--- src/rtl/req8_code_fifo.sv ---
// Captures rising edges on eight async request lines, queues the highest-priority
// pending line as a 3-bit code into a small FIFO, and flags lost events.
module req8_code_fifo #(
    parameter int unsigned DEPTH = 4
) (
    input  logic                      clk,
    input  logic                      rst,
    input  logic [7:0]                req,
    input  logic                      clr_ovr,
    input  logic                      out_ready,
    output logic [2:0]                out_code,
    output logic                      out_valid,
    output logic [7:0]                pending,
    output logic [$clog2(DEPTH):0]    level,
    output logic                      overrun
);

    localparam int unsigned AW = $clog2(DEPTH);
    localparam int unsigned LW = AW + 1;

    logic [7:0]    sync1_q, sync2_q, sync3_q;
    logic [2:0]    fill_q;
    logic [7:0]    pend_q, pend_d;
    logic [7:0]    ev, gnt_oh;
    logic [2:0]    gnt_code;
    logic [AW-1:0] rd_ptr_q, rd_ptr_d, wr_ptr_q, wr_ptr_d;
    logic [LW-1:0] level_q, level_d;
    logic [2:0]    mem_q [DEPTH];
    logic [2:0]    head_q, head_d;
    logic          valid_q;
    logic          ovr_q, ovr_d;
    logic          full, push, pop, ovr_ev;

    // fill_q masks edge detection until sync3 holds post-reset samples, so a
    // line held high through reset release never looks like a new event.
    always_ff @(posedge clk or posedge rst) begin
        if (rst) begin
            sync1_q <= '0;
            sync2_q <= '0;
            sync3_q <= '0;
            fill_q  <= '0;
        end else begin
            sync1_q <= req;
            sync2_q <= sync1_q;
            sync3_q <= sync2_q;
            fill_q  <= {fill_q[1:0], 1'b1};
        end
    end

    assign ev   = sync2_q & ~sync3_q & {8{fill_q[2]}};
    assign pop  = valid_q & out_ready;
    assign full = (level_q == LW'(DEPTH));
    assign push = (pend_q != 8'd0) && (!full || pop);

    // Priority encoder: later iterations override, so the highest set bit wins.
    always_comb begin
        gnt_code = 3'd0;
        gnt_oh   = 8'd0;
        for (int i = 0; i < 8; i++) begin
            if (pend_q[i]) gnt_code = 3'(i);
        end
        if (push) gnt_oh = 8'b1 << gnt_code;
    end

    always_comb begin
        pend_d   = (pend_q & ~gnt_oh) | ev;
        ovr_ev   = |(ev & pend_q & ~gnt_oh);
        ovr_d    = ovr_ev | (ovr_q & ~clr_ovr);
        wr_ptr_d = push ? wr_ptr_q + AW'(1) : wr_ptr_q;
        rd_ptr_d = pop  ? rd_ptr_q + AW'(1) : rd_ptr_q;
        level_d  = level_q;
        case ({push, pop})
            2'b10:   level_d = level_q + LW'(1);
            2'b01:   level_d = level_q - LW'(1);
            default: level_d = level_q;
        endcase
        // A push lands on the head slot only when the queue is empty after any pop.
        head_d = (push && (wr_ptr_q == rd_ptr_d)) ? gnt_code : mem_q[rd_ptr_d];
    end

    always_ff @(posedge clk or posedge rst) begin
        if (rst) begin
            pend_q   <= '0;
            rd_ptr_q <= '0;
            wr_ptr_q <= '0;
            level_q  <= '0;
            head_q   <= '0;
            valid_q  <= 1'b0;
            ovr_q    <= 1'b0;
            for (int i = 0; i < int'(DEPTH); i++) mem_q[i] <= '0;
        end else begin
            pend_q   <= pend_d;
            rd_ptr_q <= rd_ptr_d;
            wr_ptr_q <= wr_ptr_d;
            level_q  <= level_d;
            head_q   <= head_d;
            valid_q  <= (level_d != LW'(0));
            ovr_q    <= ovr_d;
            if (push) mem_q[wr_ptr_q] <= gnt_code;
        end
    end

    assign out_code  = head_q;
    assign out_valid = valid_q;
    assign pending   = pend_q;
    assign level     = level_q;
    assign overrun   = ovr_q;

endmodule

--- config.mk ---
export PLATFORM = sky130hd
export DESIGN_NAME = req8_code_fifo
export DESIGN_NICKNAME = d
export VERILOG_FILES = /design/src/rtl/req8_code_fifo.sv
export SDC_FILE = /design/constraint.sdc
export NUM_CORES = 1
export LEC_CHECK = 0
export CAP_MARGIN = 20
export CORE_MARGIN = 3
export CORE_UTILIZATION = 35
export CTS_CLUSTER_SIZE = 28
export DETAILED_ROUTE_END_ITERATION = 8
export PLACE_DENSITY = 0.6
export SLEW_MARGIN = 20
export SYNTH_ARGS = -nofsm -noshare
export SYNTH_HDL_FRONTEND = slang
export SYNTH_SLANG_ARGS = --single-unit
export TNS_END_PERCENT = 30
--- constraint.sdc ---
create_clock -name clk -period 6.55 [get_ports clk]
set_input_delay 1.965 -clock clk [delete_from_list [all_inputs] [get_ports clk]]
set_output_delay 1.965 -clock clk [all_outputs]
set_load 0.02 [all_outputs]
==> key figures <==
Synthesis
  – Part of the Yosys area used for sequential elements: 61.3%
  – Count of warnings emitted by yosys: 0
  – Synth top cells by count: sky130_fd_sc_hd__dfrtp_1, sky130_fd_sc_hd__inv_1, sky130_fd_sc_hd__mux2_2
  – Avg Synthesized Cell Area: between 10 and 15 um^2
  – Synth Net Count: approximately 190
  – Library cell with the largest summed area after synthesis: sky130_fd_sc_hd__dfrtp_1
  – Number of distinct standard cells referenced by the synthesized netlist: 45
  – Gate count after technology mapping: between 150 and 200
  – Proportion of netlist area held by the largest area contributor: 61.3%
  – Netlist Area Pre-Place: between 2000 and 2500 um^2
  – Post-synth ARST share: 100%
  – Flop and latch count out of synthesis: a little under 60
  – Count of flip-flops with a built-in enable after synthesis: 0
  – Top post-synthesis cells by area: sky130_fd_sc_hd__dfrtp_1, sky130_fd_sc_hd__mux2_2, sky130_fd_sc_hd__mux4_2
  – Predominant post-synthesis flop cell: sky130_fd_sc_hd__dfrtp_1
  – Count leader, synth: sky130_fd_sc_hd__dfrtp_1

Worst hold path
  – Type of the tightest min-delay check: flop to flop

Route
  – Number of iterations in the first detailed-routing pass: 4
  – Average wire per standard cell: 13.2 um
  – Number of vias per cell after detailed routing: 4.76
  – DRC: 0
  – Total wirelength of the detailed-routed design: 3890 um
  – Iteration-0 DRC Markers: 68
  – Number of vias after detailed routing: 1400
  – Post-detailed-route count of antenna-violating nets: 0

Setup path
  – R2R cell count: 11
  – Setup crit end kind: flop
  – Origin of the critical flop-to-flop path: out_valid
  – Reg-to-reg endpoint: out_valid
  – Maximum fanout along the worst path: 10
  – Worst setup path startpoint: out_ready
  – Critical path arrival: 4.51 ns
  – Critical Path End: out_valid
  – CP Launch Type: input pin
  – Critical setup path kind: input pin to flop
  – Reg-to-reg slack, setup: 3.89 ns
  – Req. time, crit path: a little under 7 ns

Pwr
  – Leakage power: 1.32 nW
  – Peak VDD IR: roughly 0.00021 V
  – Power per unit of standard cell area: 476 nW/um^2

STA
  – Worst slew pin tran: 0.714 ns
  – Final hold vios: 0
  – Total negative slack for setup checks: 0 ns
  – Least setup slack across all paths after layout: 2.24 ns
  – Final setup violating endpoints: 0
  – RSZ-0062 raised after global routing: no
  – Min Clock Period, post-route: 4.31 ns
  – Maximum clock frequency: 0.232 GHz
  – Clock skew after layout: 0.00745 ns
  – Relative slew margins: 52.4%
  – Slew Viols, Final: 0
  – Ratio of final minimum period to clock period: 65.8%

Clock tree
  – Depth of the CTS H-tree: 3
  – Setup Buffers After CTS: 0
  – Post-cts repair resize count: 0
  – Buffer cell driving the clock tree root: sky130_fd_sc_hd__clkbuf_8
  – CTS tree: yes
  – Number of buffers added to fix hold violations after cts: 0
  – Clk Latency, worst-skew pair: 0.33 ns
  – Clock transition at the register clock pins on the worst setup and hold paths after CTS: 0.07 ns
  – CTS max path bufs: 2
  – Number of sinks on the clock net: 59
  – Total CTS buffers: 9

Global routing
  – Overflow left after global routing: 0
  – Largest net degree at the start of global routing: 60
  – GRT Util Overall: about an eighth
  – Initial antenna violation count: 0
  – First-pass GRT wire length: 6980 um
  – Number of global-route vias before repair: 1442

Layout
  – Antenna cell count: 0
  – Nets@finish: 230
  – Layout cell share with drive strength beyond 1: 21.7%
  – Layout overhead on the synthesized area: 23.1%

Floorplan
  – Num rows: 29
  – Die area: a little under 8000 um^2
  – Core Area: around 6500 um^2
  – Die outline width: 88.9 um
  – Top Ports: 28
  – Initial standard-cell utilization of the core: roughly 37%
  – Overall die height: 88.9 um

Placed design
  – Port bufs: 27
  – Placer congestion estimate: 0.738
  – Place WS: 1.87 ns
  – Post-detailed-placement half-perimeter wirelength: 2790 um

Outcome
  – Outcome: completed

Job
  – Maxcap violations: 0
[worst min path at each step]
stage / cells past startpoint / endpoint / from
final: 0 / fill_q[2] / fill_q[1]
after floorplan: 0 / fill_q[1] / fill_q[0]
after global routing: 0 / fill_q[1] / fill_q[0]
after global placement: 0 / sync2_q[0] / sync1_q[0]
after CTS: 0 / fill_q[2] / fill_q[1]
after detailed placement: 0 / sync2_q[3] / sync1_q[3]
[registers in the layout (all words and copies together), names as in the netlist, 3 cells and up]
signal / count
fill_q: 3
level: 3
mem_q: 12
out_code: 3
pending: 8
sync1_q: 8
sync2_q: 8
sync3_q: 8
[cells in the final DEF (no fill, tap or decap), types with 5 or more instances in the layout]
cell type / synthesis / layout
sky130_fd_sc_hd__dfrtp_1: 59 / 59
sky130_fd_sc_hd__clkdlybuf4s50_1: 0 / 27
sky130_fd_sc_hd__inv_1: 17 / 16
sky130_fd_sc_hd__mux2_2: 11 / 11
sky130_fd_sc_hd__clkbuf_8: 0 / 11
sky130_fd_sc_hd__nor2_1: 9 / 9
sky130_fd_sc_hd__nand2_1: 8 / 8
sky130_fd_sc_hd__nand2_2: 5 / 5
sky130_fd_sc_hd__xnor2_1: 5 / 5
sky130_fd_sc_hd__ha_1: 5 / 5
[report_power, final]
part	leakage [nW]	switching (mW)	internal (mW)
Sequential	0.689	0.0736	0.466
Clock	0.106	0.135	0.196
Combinational	0.523	0.259	0.280
[worst max-delay path: stages]
cell and delay, ns:
sky130_fd_sc_hd__clkdlybuf4s50_1 0.47, sky130_fd_sc_hd__a211o_2 0.36, sky130_fd_sc_hd__nor2_4 0.23, sky130_fd_sc_hd__a31oi_4 0.12, sky130_fd_sc_hd__inv_1 0.11, sky130_fd_sc_hd__ha_1 0.18
sky130_fd_sc_hd__inv_1 0.06, sky130_fd_sc_hd__fa_1 0.37, sky130_fd_sc_hd__xor2_1 0.15, sky130_fd_sc_hd__nor2_1 0.11, sky130_fd_sc_hd__xnor2_1 0.08, sky130_fd_sc_hd__or3_1 0.32
[stage by stage]
stage	total power [mW]	cell area [um^2]	hold slack, ns	cells	util [%]
floorplan	0.935	2410	0.331	176	-
global placement	1.09	2760	0.332	278	42.5
detailed placement	1.10	2760	0.336	278	42.5
CTS	1.44	2960	0.350	294	45.6
global route	1.52	2960	0.359	294	45.6
finish	1.41	2960	0.344	294	45.6
[cell type report]
class,count,area (um^2)
Multi-Input combinational cell,97,845
Sequential cell,59,1480
Inverter,17,63.8
Timing Repair Buffer,28,278
Tap cell,77,96.3
Fill cell,599,3530
Clock inverter,4,48.8
Clock buffer,12,155
[routing by layer]
| metal | GRT usage, % | share of wire (%) |
|---|---|---|
| met1 | 14.4 | 43 |
| met2 | 19.0 | 50 |
| met3 | 5.53 | 4.9 |
| met4 | 6.09 | 2.2 |
| met5 | 0 | 0 |
[kinds of logic (layout without fill, tap and decap cells)]
logic type                 count (synthesis)  count (layout)  share of synthesized area, %
DFF                                       59              59                          61.3
other                                      1               1                         0.156
and+or+nand+nor                           41              41                          10.9
adders and majority gates                  6               6                          3.43
xor gates and xnor gates                   8               8                          3.22
buffers and inverters                     20              61                          3.59
muxes                                     15              15                          8.37
AOI/OAI and AO/OA                         26              26                          8.99
Note: power is estimated with default switching activity, not from simulation.
